**src/rtl/alu_pkg.sv**
```systemverilog
// Shared definitions for the ALU and its two-requester round-robin front end.
package alu_pkg;

  localparam int ALU_DATA_W = 32;

  localparam logic [2:0] ALU_ZERO0 = 3'b000;
  localparam logic [2:0] ALU_ZERO1 = 3'b001;
  localparam logic [2:0] ALU_ADD   = 3'b010;
  localparam logic [2:0] ALU_SUB   = 3'b011;
  localparam logic [2:0] ALU_SLL   = 3'b100;
  localparam logic [2:0] ALU_SRL   = 3'b101;
  localparam logic [2:0] ALU_ADD2  = 3'b110;
  localparam logic [2:0] ALU_SUB2  = 3'b111;

  localparam logic [1:0] ST_IDLE = 2'd0;
  localparam logic [1:0] ST_EXEC = 2'd1;
  localparam logic [1:0] ST_RESP = 2'd2;

endpackage

```
**src/rtl/alu.sv**
```systemverilog
// Combinational 32-bit ALU: wrapping add/sub, logical shifts by the full
// operand2 value (so shift amounts of 32 or more give zero).
module alu
  import alu_pkg::*;
#(
  parameter int DATA_W = ALU_DATA_W
) (
  input  logic [2:0]        alu_op_i,
  input  logic [DATA_W-1:0] operand1_i,
  input  logic [DATA_W-1:0] operand2_i,
  output logic [DATA_W-1:0] result_o
);

  // Opcode decode; the two zero opcodes fall through to the default
  always_comb begin
    result_o = '0;
    case (alu_op_i)
      ALU_ADD, ALU_ADD2: result_o = operand1_i + operand2_i;
      ALU_SUB, ALU_SUB2: result_o = operand1_i - operand2_i;
      ALU_SLL:           result_o = operand1_i << operand2_i;
      ALU_SRL:           result_o = operand1_i >> operand2_i;
      default:           result_o = '0;
    endcase
  end

endmodule

```
**src/rtl/alu_arbiter.sv**
```systemverilog
// Round-robin arbiter sharing one ALU between two requesters. A granted
// request is latched, executed for one cycle, and returned on a single
// registered response channel tagged with the owning requester.
module alu_arbiter
  import alu_pkg::*;
#(
  parameter int   DATA_W    = ALU_DATA_W,
  parameter logic PRIO_INIT = 1'b0
) (
  input  logic              clk,
  input  logic              rst,
  input  logic              req0_valid,
  output logic              req0_ready,
  input  logic [2:0]        req0_op,
  input  logic [DATA_W-1:0] req0_a,
  input  logic [DATA_W-1:0] req0_b,
  input  logic              req1_valid,
  output logic              req1_ready,
  input  logic [2:0]        req1_op,
  input  logic [DATA_W-1:0] req1_a,
  input  logic [DATA_W-1:0] req1_b,
  output logic              resp_valid,
  input  logic              resp_ready,
  output logic              resp_id,
  output logic [DATA_W-1:0] resp_result,
  output logic              busy
);

  logic [1:0]        state_q, state_d;
  logic              prio_q, prio_d;
  logic              resp_valid_q, resp_valid_d;
  logic              resp_id_q, resp_id_d;
  logic [DATA_W-1:0] resp_result_q, resp_result_d;

  logic [2:0]        op_q;
  logic [DATA_W-1:0] a_q, b_q;
  logic              id_q;

  logic              window, grant0, grant1, accept;
  logic [DATA_W-1:0] alu_result;

  // Grant selection: a lone requester always wins, a tie goes to prio_q.
  // Readies are held low while reset is asserted so nothing is accepted.
  always_comb begin
    window     = !rst && ((state_q == ST_IDLE) ||
                          ((state_q == ST_RESP) && resp_ready));
    grant0     = req0_valid && (!req1_valid || (prio_q == 1'b0));
    grant1     = req1_valid && (!req0_valid || (prio_q == 1'b1));
    accept     = window && (grant0 || grant1);
    req0_ready = window && grant0;
    req1_ready = window && grant1;
  end

  // Next state; RESP can hand straight back to EXEC when a new request
  // is accepted on the same edge the response is consumed
  always_comb begin
    state_d = state_q;
    case (state_q)
      ST_IDLE: if (accept) state_d = ST_EXEC;
      ST_EXEC: state_d = ST_RESP;
      ST_RESP: if (resp_ready) state_d = accept ? ST_EXEC : ST_IDLE;
      default: state_d = ST_IDLE;
    endcase
  end

  // Priority flips to the loser of every accept; response regs load in EXEC
  always_comb begin
    prio_d        = accept ? grant0 : prio_q;
    resp_valid_d  = resp_valid_q;
    resp_id_d     = resp_id_q;
    resp_result_d = resp_result_q;
    if (state_q == ST_EXEC) begin
      resp_valid_d  = 1'b1;
      resp_id_d     = id_q;
      resp_result_d = alu_result;
    end else if ((state_q == ST_RESP) && resp_ready) begin
      resp_valid_d  = 1'b0;
    end else if (state_q != ST_RESP) begin
      resp_valid_d  = 1'b0;
    end
  end

  // Control and response registers; reset discards any in-flight operation
  always_ff @(posedge clk or posedge rst) begin
    if (rst) begin
      state_q       <= ST_IDLE;
      prio_q        <= PRIO_INIT;
      resp_valid_q  <= 1'b0;
      resp_id_q     <= 1'b0;
      resp_result_q <= '0;
    end else begin
      state_q       <= state_d;
      prio_q        <= prio_d;
      resp_valid_q  <= resp_valid_d;
      resp_id_q     <= resp_id_d;
      resp_result_q <= resp_result_d;
    end
  end

  // Payload capture of the granted request; pure data, no reset needed
  always_ff @(posedge clk) begin
    if (accept) begin
      op_q <= grant0 ? req0_op : req1_op;
      a_q  <= grant0 ? req0_a  : req1_a;
      b_q  <= grant0 ? req0_b  : req1_b;
      id_q <= grant1;
    end
  end

  alu #(
    .DATA_W(DATA_W)
  ) u_alu (
    .alu_op_i   (op_q),
    .operand1_i (a_q),
    .operand2_i (b_q),
    .result_o   (alu_result)
  );

  assign resp_valid  = resp_valid_q;
  assign resp_id     = resp_id_q;
  assign resp_result = resp_result_q;
  assign busy        = (state_q != ST_IDLE);

endmodule

```
**config.mk**
```make
export PLATFORM = sky130hd
export DESIGN_NAME = alu_arbiter
export DESIGN_NICKNAME = d
export VERILOG_FILES = /design/src/rtl/alu_pkg.sv /design/src/rtl/alu.sv /design/src/rtl/alu_arbiter.sv
export SDC_FILE = /design/constraint.sdc
export NUM_CORES = 1
export LEC_CHECK = 0
export BUFFER_PORTS_ARGS = -buffer_cell sky130_fd_sc_hd__buf_4
export CAP_MARGIN = 20
export CORE_ASPECT_RATIO = 1.5
export CORE_MARGIN = 10
export CORE_UTILIZATION = 35
export CTS_BUF_LIST = sky130_fd_sc_hd__clkbuf_8
export DETAILED_ROUTE_END_ITERATION = 10
export GPL_TIMING_DRIVEN = 0
export PLACE_DENSITY = 0.54
export SLEW_MARGIN = 15
export SYNTH_ARGS = -nofsm -noshare
export SYNTH_HDL_FRONTEND = slang
export SYNTH_SLANG_ARGS = --single-unit
```
**constraint.sdc**
```tcl
create_clock -name clk -period 6 [get_ports clk]
set_input_delay 1.5 -clock clk [delete_from_list [all_inputs] [get_ports clk]]
set_output_delay 1.5 -clock clk [all_outputs]
set_load 0.01 [all_outputs]
```
==> reports/qor.yml, run 1 <==
global_routing:
  grt_max_degree: 36
  grt_antenna_before_repair: 1
  gr-total-overflow: 0
  grt_usage: 0.251
  grt_pass1_vias: 10685
  grt_pass1_wl_um: 70400
synthesis:
  synth_nets: 1310
  syn_area_um2: 10500
  synth_area_leaders: "edfxtp_1, mux2_2, dfrtp_1, mux4_2, mux2i_1"
  avgSynthCellArea_um2: 9.22
  synth_cell_types: 80
  netlist.area_leader.share: 0.195
  synthCells: 1138
  synth-async-reset-ratio: 0.352
  ys_seq_area_frac: 0.283
  synth_top_area_cell: "edfxtp_1"
  ys_dominant_reg_cell: "edfxtp_1"
  synth_seq_cells: 105
  yosys_warnings: 0
  ys_top_cells_by_count: "nor2_1, nand2_1, mux2_2, a21oi_1, edfxtp_1"
  synth_edf_count: 68
  yosysMostFrequentCell: "nor2_1"
critical_path:
  worstPathMaxFanout: 10
  cp_data_required_time_ps: 6310
  cp-end-kind: "register"
  worst-setup-path-type: "register to register"
  critPathLaunchType: "register"
  critPathArrivalTime_ps: 5680
cells_and_area:
  nets: 1500
  layout-drive-gt1-share: 0.286
  nFillCells: 2995
  area_delta_synth_final_pct: 19.8
  post-route-util: 0.425
drt:
  via_count: 10303
  routed_via_density: 5.96
  ant_nets: 0
  route.detailed.wl_per_inst_um: 27.6
  drc_errors: 0
  drtPass1Iterations: 5
  wirelength_um: 47700
  first_iter_violations: 889
sta:
  setup_viol: 0
  fin_crit_ps: 5370
  fmax_mhz: 186
  fin_skew_ps: 30.8
  rsz0062_at_grt: "no"
  slew_violations: 0
  period_share: 0.894
  finalHoldViolations: 0
  slew_headroom: 0.331
  tightest_slew_ps: 1000
die:
  fp.dieH_um: 232
  core-area_um2: 29600
  initial_core_util: 0.355
  dieArea_um2: 37500
  die_width_um: 161
  rows: 77
  ios: 176
clocking:
  clock_latency_ps: 450
  tritoncts: "yes"
  cts-root-buf: "clkbuf_8"
  h-tree-depth: 3
  hold_buffers: 0
  post_cts_resized: 0
  cts.sinks: 105
  clock_path_buffers: 2
  cts_buffers: 9
  post_cts_buffers: 0
  clk_pin_slew_ps: 120
worst_hold_path:
  min_path_type: "register to register"
placement:
  portBuffers: 175
  place_hpwl_um: 39300
  gp_congestion: 1.01
outcome:
  outcome: "complete, no violations"
pwr:
  powerDensity_nw_per_um2: 307
  total_power_mw: 3.86
  p_leak_nw: 4.90
  irDropWorstVdd_uv: 153
run:
  cap_violations: 0
==> cells in the final DEF (no fill, tap or decap), types with 23 or more instances in the layout <==
cell type / synthesis / routed
nand2_1: 100 / 100
nor3_1: 23 / 23
o21ai_0: 59 / 59
ha_1: 32 / 32
xor2_1: 31 / 31
buf_4: 7 / 182
nor2_1: 128 / 128
mux4_2: 40 / 40
mux2_2: 92 / 92
clkbuf_1: 50 / 50
a21oi_1: 74 / 73
edfxtp_1: 68 / 68
dfrtp_1: 37 / 37
mux2i_1: 51 / 51
==> final cells by class <==
type / instances / area (um^2) / share of cell area
Antenna cell: 1 / 2.50 / 0.000199
Buffer: 81 / 375 / 0.0298
Clock buffer: 9 / 124 / 0.00985
Clock inverter: 7 / 62.6 / 0.00497
Inverter: 18 / 67.6 / 0.00537
Multi-Input combinational cell: 934 / 7100 / 0.564
Sequential cell: 105 / 2970 / 0.236
Tap cell: 395 / 494 / 0.0393
Timing Repair Buffer: 179 / 1390 / 0.110
==> stage by stage <==
step | setup TNS [ps] | setup WS, ps | instances | instance area (um^2) | hold WS (ps)
global route | 0 | 295 | 1729 | 12600 | 495
finish | 0 | 634 | 1729 | 12600 | 459
CTS | 0 | 719 | 1727 | 12600 | 462
detailed placement | 0 | 734 | 1711 | 12400 | 434
floorplan | 0 | 443 | 1138 | 10500 | 415
global placement | -69350 | -1030 | 1708 | 12300 | 429
==> critical path, cell delays in order, from the launching register on <==
cell      delay [ps]
edfxtp_1         330
clkbuf_1         440
clkbuf_1         490
buf_1            670
clkbuf_1         660
xor2_1           170
ha_1             390
o211ai_1         110
o21a_1           250
a211oi_1         460
o21ai_0          370
a31oi_1          370
o22ai_1          130
xor2_1           250
o221ai_1         140
==> kinds of logic (layout without fill, tap and decap cells) <==
kind of cell / Yosys count / count (layout) / share of synthesized area
AOI/OAI and AO/OA: 313 / 313 / 0.200
buffers and inverters: 99 / 294 / 0.0422
muxes: 183 / 183 / 0.233
xor gates and xnor gates: 53 / 53 / 0.0442
other: 0 / 1 / 0
DFF: 105 / 105 / 0.283
adders and majority gates: 33 / 33 / 0.0401
and+or+nand+nor: 352 / 352 / 0.157
==> routing by layer <==
layer,part of all wire,GRT usage,wire length [um],vias up
li1,-,-,-,4725
met1,0.38,0.283,18100,4915
met2,0.49,0.427,23300,523
met3,0.061,0.0452,2930,140
met4,0.071,0.164,3390,0
met5,0,0,0,-
==> state kept, by name, indices dropped and copies added, names as in the netlist <==
name / flops
a_q: 32
b_q: 32
resp_result: 32
op_q: 3
state_q: 2
id_q: 1
prio_q: 1
resp_id: 1
resp_valid: 1
==> report_power, final <==
| group | total, mW | leakage (nW) | switching (mW) | internal [mW] |
|---|---|---|---|---|
| registers | 1.18 | 1.11 | 0.211 | 0.970 |
| logic | 2.23 | 3.69 | 1.28 | 0.943 |
| clock network | 0.451 | 0.0991 | 0.292 | 0.159 |
==> final timing paths <==
kind / startpoint / to / slack, ps / depth (start not counted)
hold / removal: id_q$_DFFE_PP_ / resp_id$_DFFE_PP0P_ / 460 / 2
min in group asynchronous: rst / resp_result[31]$_DFFE_PP0P_ / 910 / 2
hold reg to reg: id_q$_DFFE_PP_ / resp_id$_DFFE_PP0P_ / 460 / 2
setup / recovery: b_q[3]$_DFFE_PP_ / resp_result[30]$_DFFE_PP0P_ / 630 / 14
max in group asynchronous: rst / resp_result[6]$_DFFE_PP0P_ / 4690 / 3
setup reg to reg: b_q[3]$_DFFE_PP_ / resp_result[30]$_DFFE_PP0P_ / 630 / 14
Power figures use the tool's default switching activity.
==> run 2: changes to the inputs <==
Settings changed: RECOVER_POWER set to 100.
==> reports/qor.yml, run 2 (same netlist as run 1, synthesis figures left out) <==
clocking:
  post_cts_resized: 0  # unchanged
  clock_path_buffers: 2  # unchanged
  tritoncts: "yes"  # unchanged
  post_cts_buffers: 0  # unchanged
  cts.sinks: 105  # unchanged
  cts-root-buf: "clkbuf_8"  # unchanged
  h-tree-depth: 3  # unchanged
  hold_buffers: 0  # unchanged
  clk_pin_slew_ps: 110  # was 120 ps
  clock_latency_ps: 450  # about the same
  cts_buffers: 9  # unchanged
outcome:
  violations: "max-capacitance violations, max-slew violations"
  outcome: "finished with violations"  # was complete, no violations
die:
  rows: 77  # unchanged
  die_width_um: 161  # unchanged
  initial_core_util: 0.355  # unchanged
  core-area_um2: 29600  # unchanged
  ios: 176  # unchanged
  dieArea_um2: 37500  # unchanged
  fp.dieH_um: 232  # unchanged
sta:
  finalHoldWorstSlack_ps: 457  # was 459 ps
  tightest_slew_ps: 1920  # was 1000 ps
  period_share: 0.905  # was 0.894
  fin_skew_ps: 27.9  # was 30.8 ps
  slew_violations: 54  # was 0
  setup_viol: 0  # unchanged
  slew_headroom: -0.279  # was 0.331
  finalHoldViolations: 0  # unchanged
  fin_crit_ps: 5430  # was 5370 ps
  rsz0062_at_grt: "no"  # unchanged
  fmax_mhz: 184  # was 186 MHz
  finalWorstSetupSlack_ps: 572  # was 634 ps
global_routing:
  grt_max_degree: 36  # unchanged
  grt_antenna_before_repair: 1  # unchanged
  grt_usage: 0.251  # unchanged
  grt_pass1_vias: 10685  # unchanged
  grt_pass1_wl_um: 70400  # unchanged
  gr-total-overflow: 0  # unchanged
critical_path:
  reg2reg_to: "resp_result[28]$_DFFE_PP0P_"  # was resp_result[30]$_DFFE_PP0P_
  reg2reg_depth: 14  # unchanged
  cp_data_required_time_ps: 6340  # was 6310 ps
  critPathArrivalTime_ps: 5760  # was 5680 ps
  worst-setup-path-type: "register to register"  # unchanged
  cp_slowest_cell: "clkbuf_1"  # was buf_1
  r2r-start: "b_q[2]$_DFFE_PP_"  # was b_q[3]$_DFFE_PP_
  cpMostUsedCell: "clkbuf_1"  # unchanged
  endpoint: "resp_result[28]$_DFFE_PP0P_"  # was resp_result[30]$_DFFE_PP0P_
  cp-end-kind: "register"  # unchanged
  crit_path_cell_trace: "clkbuf_1 > clkbuf_1 > clkbuf_1 > clkbuf_1 > xnor2_1 > ha_1 > a211oi_1 > o21a_1 > a211oi_1 > o21ai_0 > nand3_1 > a221oi_1 > nor2b_1 > o41ai_1"  # was clkbuf_1 > clkbuf_1 > buf_1 > clkbuf_1 > xor2_1 > ha_1 > o211ai_1 > o21a_1 > a211oi_1 > o21ai_0 > a31oi_1 > o22ai_1 > xor2_1 > o221ai_1
  max_stage_delay_ps: 660  # was 670 ps
  ff2ff_setup_slack_ps: 570  # was 630 ps
  crit_start: "b_q[2]$_DFFE_PP_"  # was b_q[3]$_DFFE_PP_
  worstPathMaxFanout: 10  # unchanged
  critPathLaunchType: "register"  # unchanged
drt:
  ant_nets: 0  # unchanged
  via_count: 10356  # was 10303
  drtPass1Iterations: 8  # was 5
  drc_errors: 0  # unchanged
  routed_via_density: 5.99  # was 5.96
  first_iter_violations: 821  # was 889
  route.detailed.wl_per_inst_um: 27.6  # about the same
  wirelength_um: 47800  # was 47700 um
pwr:
  p_leak_nw: 4.72  # was 4.90 nW
  powerDensity_nw_per_um2: 304  # was 307 nW/um^2
  total_power_mw: 3.76  # was 3.86 mW
  irDropWorstVdd_uv: 153  # about the same
placement:
  dp.cells: 1711  # unchanged
  portBuffers: 175  # unchanged
  pre_cts_ws_ps: 734  # unchanged
  place_hpwl_um: 39300  # unchanged
  place_area_um2: 12400  # unchanged
  gp_congestion: 1.01  # unchanged
worst_hold_path:
  min_path_type: "register to register"  # unchanged
cells_and_area:
  layout_common_cells: "buf_4, nor2_1, nand2_1, clkbuf_1, mux2_2"  # was buf_4, nor2_1, nand2_1, mux2_2, a21oi_1
  nets: 1500  # unchanged
  layout-drive-gt1-share: 0.247  # was 0.286
  final_common_cell: "buf_4"  # unchanged
  final_cells: 1729  # unchanged
  finalInstanceArea_um2: 12400  # was 12600 um^2
  area_delta_synth_final_pct: 17.7  # was 19.8%
run:
  cap_violations: 2  # was 0
[run 2: changes by cell type in the layout (fill, tap and decap cells not counted), moves of 2 or more]
cell,previous run,this run
clkbuf_1,50,93
buf_4,182,143
mux2_1,0,5
mux2_2,92,87
o21ai_0,59,63
o21ai_1,11,7
buf_12,2,0
[run 2: per-layer routing]
metal  share of wire  GRT usage  routed length [um]  up-vias
met1            0.38      0.283               18100     4965
met3           0.063     0.0452                3010      134
met5               0          0                   0        -
met2            0.49      0.427               23300      528
li1                -          -                   -     4729
met4           0.071      0.164                3380        0
[run 2: worst min path at each step]
stage               depth (start not counted)            from                   to
floorplan                                   2  id_q$_DFFE_PP_  resp_id$_DFFE_PP0P_
global placement                            2  id_q$_DFFE_PP_  resp_id$_DFFE_PP0P_
detailed placement                          2  id_q$_DFFE_PP_  resp_id$_DFFE_PP0P_
CTS                                         2  id_q$_DFFE_PP_  resp_id$_DFFE_PP0P_
global route                                2  id_q$_DFFE_PP_  resp_id$_DFFE_PP0P_
finish                                      2  id_q$_DFFE_PP_  resp_id$_DFFE_PP0P_
[run 2: cell type report]
cell class              instances  area [um^2]
diodes                          1         2.50
repair buffers                179         1180
multi-input cells             934         7080
inverters                      18         67.6
clock buffers                   9          124
plain buffers                  81          374
fillers                      3067        17200
clock inverters                 7         62.6
well taps                     395          494
flip-flops and latches        105         2970
[run 2: worst max-delay path: cells and delay by family (launching register included)]
kind	cells	cell delay, ps
flops	1	380
buf+inv	4	2170
fa+ha+maj	1	390
xor+xnor	1	180
simple gates	2	320
compound gates	6	1900
[run 2: through the flow]
step | TNS, ps | utilization
2_1_floorplan | 0 | -
3_3_place_gp | -69350 | 0.416
3_5_place_dp | 0 | 0.419
4_1_cts | 0 | 0.425
5_1_grt | 0 | 0.418
6_report | 0 | 0.418
[run 2: power breakdown]
part	internal, mW	switching [mW]	leakage [nW]
registers	0.973	0.210	1.11
clock network	0.159	0.289	0.0991
logic	0.847	1.28	3.51
==> run 3: changes to the inputs <==
Settings changed: CELL_PAD_IN_SITES_DETAIL_PLACEMENT set to 0, CELL_PAD_IN_SITES_GLOBAL_PLACEMENT set to 1, PLACE_DENSITY 0.54 to unset, PLACE_DENSITY_LB_ADDON set to 0.1.
==> reports/qor.yml, run 3 (same netlist as run 1, synthesis figures left out) <==
sta:
  tightest_slew_ps: 1370  # was 1920 ps
  finalWorstSetupSlack_ps: 559  # was 572 ps
  setup_viol: 0  # unchanged
  fin_skew_ps: 33.5  # was 27.9 ps
  slew_violations: 0  # was 54
  fin_crit_ps: 5440  # was 5430 ps
  slew_headroom: 0.0754  # was -0.279
  finalHoldViolations: 0  # unchanged
  rsz0062_at_grt: "no"  # unchanged
  period_share: 0.907  # was 0.905
  setup_tns_ps: 0  # unchanged
  fmax_mhz: 184  # about the same
clocking:
  cts_buffers: 9  # unchanged
  hold_buffers: 0  # unchanged
  post_cts_buffers: 0  # unchanged
  h-tree-depth: 3  # unchanged
  post_cts_resized: 0  # unchanged
  cts-root-buf: "clkbuf_8"  # unchanged
  tritoncts: "yes"  # unchanged
  clock_latency_ps: 450  # about the same
  clock_path_buffers: 2  # unchanged
  cts.sinks: 105  # unchanged
  clk_pin_slew_ps: 120  # was 110 ps
critical_path:
  path_delay_family: "compound AO/OA/AOI/OAI gates"  # was buffers and inverters
  crit_path_cell_trace: "buf_4 > inv_1 > buf_2 > buf_2 > buf_2 > ha_1 > and3_1 > a21oi_1 > xnor2_1 > ha_1 > clkbuf_1 > a211oi_1 > o21a_1 > o21ai_0 > a221o_1 > a31oi_2 > o21ai_0 > a31o_2 > or3_1"  # was clkbuf_1 > clkbuf_1 > clkbuf_1 > clkbuf_1 > xnor2_1 > ha_1 > a211oi_1 > o21a_1 > a211oi_1 > o21ai_0 > nand3_1 > a221oi_1 > nor2b_1 > o41ai_1
  reg2reg_depth: 19  # was 14
  cp_slowest_cell: "edfxtp_1"  # was clkbuf_1
  cp_data_required_time_ps: 6340  # about the same
  max_stage_delay_ps: 540  # was 660 ps
  worst-setup-path-type: "register to register"  # unchanged
  ff2ff_setup_slack_ps: 560  # was 570 ps
  cpMostUsedCell: "buf_2"  # was clkbuf_1
  worstPathBufferInverterCount: 6  # was 4
  cp-end-kind: "register"  # unchanged
  reg2reg_to: "resp_result[27]$_DFFE_PP0P_"  # was resp_result[28]$_DFFE_PP0P_
  critPathArrivalTime_ps: 5780  # was 5760 ps
  r2r-start: "b_q[0]$_DFFE_PP_"  # was b_q[2]$_DFFE_PP_
  critPathLaunchType: "register"  # unchanged
  worstPathMaxFanout: 10  # unchanged
pwr:
  total_power_mw: 3.81  # was 3.76 mW
  comb_power_share: 0.569  # was 0.566
  p_sw_frac: 0.480  # was 0.473
  p_leak_nw: 4.70  # was 4.72 nW
  p_sw_mw: 1.83  # was 1.78 mW
  cellInternalPower_mw: 1.98  # about the same
  powerDensity_nw_per_um2: 308  # was 304 nW/um^2
  power_frac_clock: 0.121  # was 0.119
  power_frac_seq: 0.310  # was 0.315
  irDropWorstVdd_uv: 160  # was 153 uV
placement:
  gp_congestion: 0.995  # was 1.01
  place_hpwl_um: 40500  # was 39300 um
  dp.cells: 1713  # was 1711
  pre_cts_ws_ps: 633  # was 734 ps
  portBuffers: 175  # unchanged
cells_and_area:
  final_common_cell: "buf_4"  # unchanged
  final_cells: 1729  # unchanged
  layout_common_cells: "buf_4, nor2_1, nand2_1, clkbuf_1, mux2_2"  # unchanged
  antenna_cells: 0  # was 1
  area_delta_synth_final_pct: 17.6  # was 17.7%
  nets: 1501  # was 1500
  layout-drive-gt1-share: 0.246  # was 0.247
die:
  ios: 176  # unchanged
  initial_core_util: 0.355  # unchanged
  core-area_um2: 29600  # unchanged
  die_width_um: 161  # unchanged
  fp.dieH_um: 232  # unchanged
  rows: 77  # unchanged
  dieArea_um2: 37500  # unchanged
drt:
  wl_met1_um: 19000  # was 18100 um
  route.detailed.wl_per_inst_um: 28.7  # was 27.6 um
  routed_via_density: 5.97  # was 5.99
  highest_layer: "met4"  # unchanged
  wirelength_um: 49700  # was 47800 um
  drtPass1Iterations: 5  # was 8
  ant_nets: 0  # unchanged
  drc_errors: 0  # unchanged
  first_iter_violations: 797  # was 821
  detailroute.wirelength.met3_um: 3080  # was 3010 um
  dr_wl_met2_um: 24200  # was 23300 um
  via_count: 10319  # was 10356
global_routing:
  grt_pass1_vias: 10512  # was 10685
  gr-total-overflow: 0  # unchanged
  grt_antenna_before_repair: 0  # was 1
  grt_max_degree: 26  # was 36
  grt_pass1_wl_um: 72100  # was 70400 um
  grt_usage: 0.261  # was 0.251
outcome:
  outcome: "complete, no violations"  # was finished with violations
worst_hold_path:
  min_path_type: "register to register"  # unchanged
  min_from: "id_q$_DFFE_PP_"  # unchanged
  holdPathStages: 2  # unchanged
  min_to: "resp_id$_DFFE_PP0P_"  # unchanged
run:
  cap_violations: 0  # was 2
[run 3: changes by cell type in the layout (fill, tap and decap cells not counted), sizes merged]
cell           previous run  this run
diode                     1         0
clkbuf                  103       106
clkinvlp                  0         1
inv                      22        21
clkdlybuf4s18             0         1
buf                     166       163
[run 3: final cells by class]
cell class	instances	area, um^2
Multi-Input combinational cell	934	7060
Buffer	81	369
Timing Repair Buffer	180	1200
Tap cell	395	494
Sequential cell	105	2970
Clock buffer	9	124
Inverter	18	67.6
Clock inverter	7	63.8
Fill cell	3102	17200
[run 3: worst max path at each step]
stage,start,end,cells past startpoint
4_1_cts,b_q[0]$_DFFE_PP_,resp_result[27]$_DFFE_PP0P_,19
6_report,b_q[0]$_DFFE_PP_,resp_result[27]$_DFFE_PP0P_,19
5_1_grt,b_q[0]$_DFFE_PP_,resp_result[27]$_DFFE_PP0P_,19
2_1_floorplan,req0_valid,a_q[0]$_DFFE_PP_,3
3_3_place_gp,req0_valid,a_q[4]$_DFFE_PP_,4
3_5_place_dp,b_q[0]$_DFFE_PP_,resp_result[27]$_DFFE_PP0P_,19
[run 3: per-layer routing]
layer,up-vias,GRT usage
met5,-,0
met4,0,0.162
met3,151,0.0509
met2,520,0.442
met1,4915,0.296
li1,4733,-
[run 3: through the flow]
stage | util | hold WS (ps) | area [um^2]
global route | 0.417 | 500 | 12300
global placement | 0.416 | 430 | 12300
finish | 0.417 | 477 | 12300
CTS | 0.426 | 478 | 12600
floorplan | - | 415 | 10500
detailed placement | 0.420 | 449 | 12400
[run 3: power by group through the flow]
| stage | clock (mW) | sequential [mW] | combinational, mW |
|---|---|---|---|
| after global routing | 0.502 | 1.20 | 2.34 |
| after global placement | 0 | 1.20 | 2.23 |
| after floorplan | 0 | 1.15 | 1.37 |
| after CTS | 0.482 | 1.17 | 2.25 |
| after detailed placement | 0 | 1.19 | 2.24 |
| final | 0.460 | 1.18 | 2.17 |
[run 3: worst register-to-register path, cell delays in order (launching register included)]
cell	delay, ps
edfxtp_1	540
buf_4	260
inv_1	90
buf_2	270
buf_2	330
buf_2	330
ha_1	380
and3_1	280
a21oi_1	100
xnor2_1	160
ha_1	260
clkbuf_1	180
a211oi_1	380
o21a_1	200
o21ai_0	100
a221o_1	340
a31oi_2	340
o21ai_0	260
a31o_2	250
or3_1	300
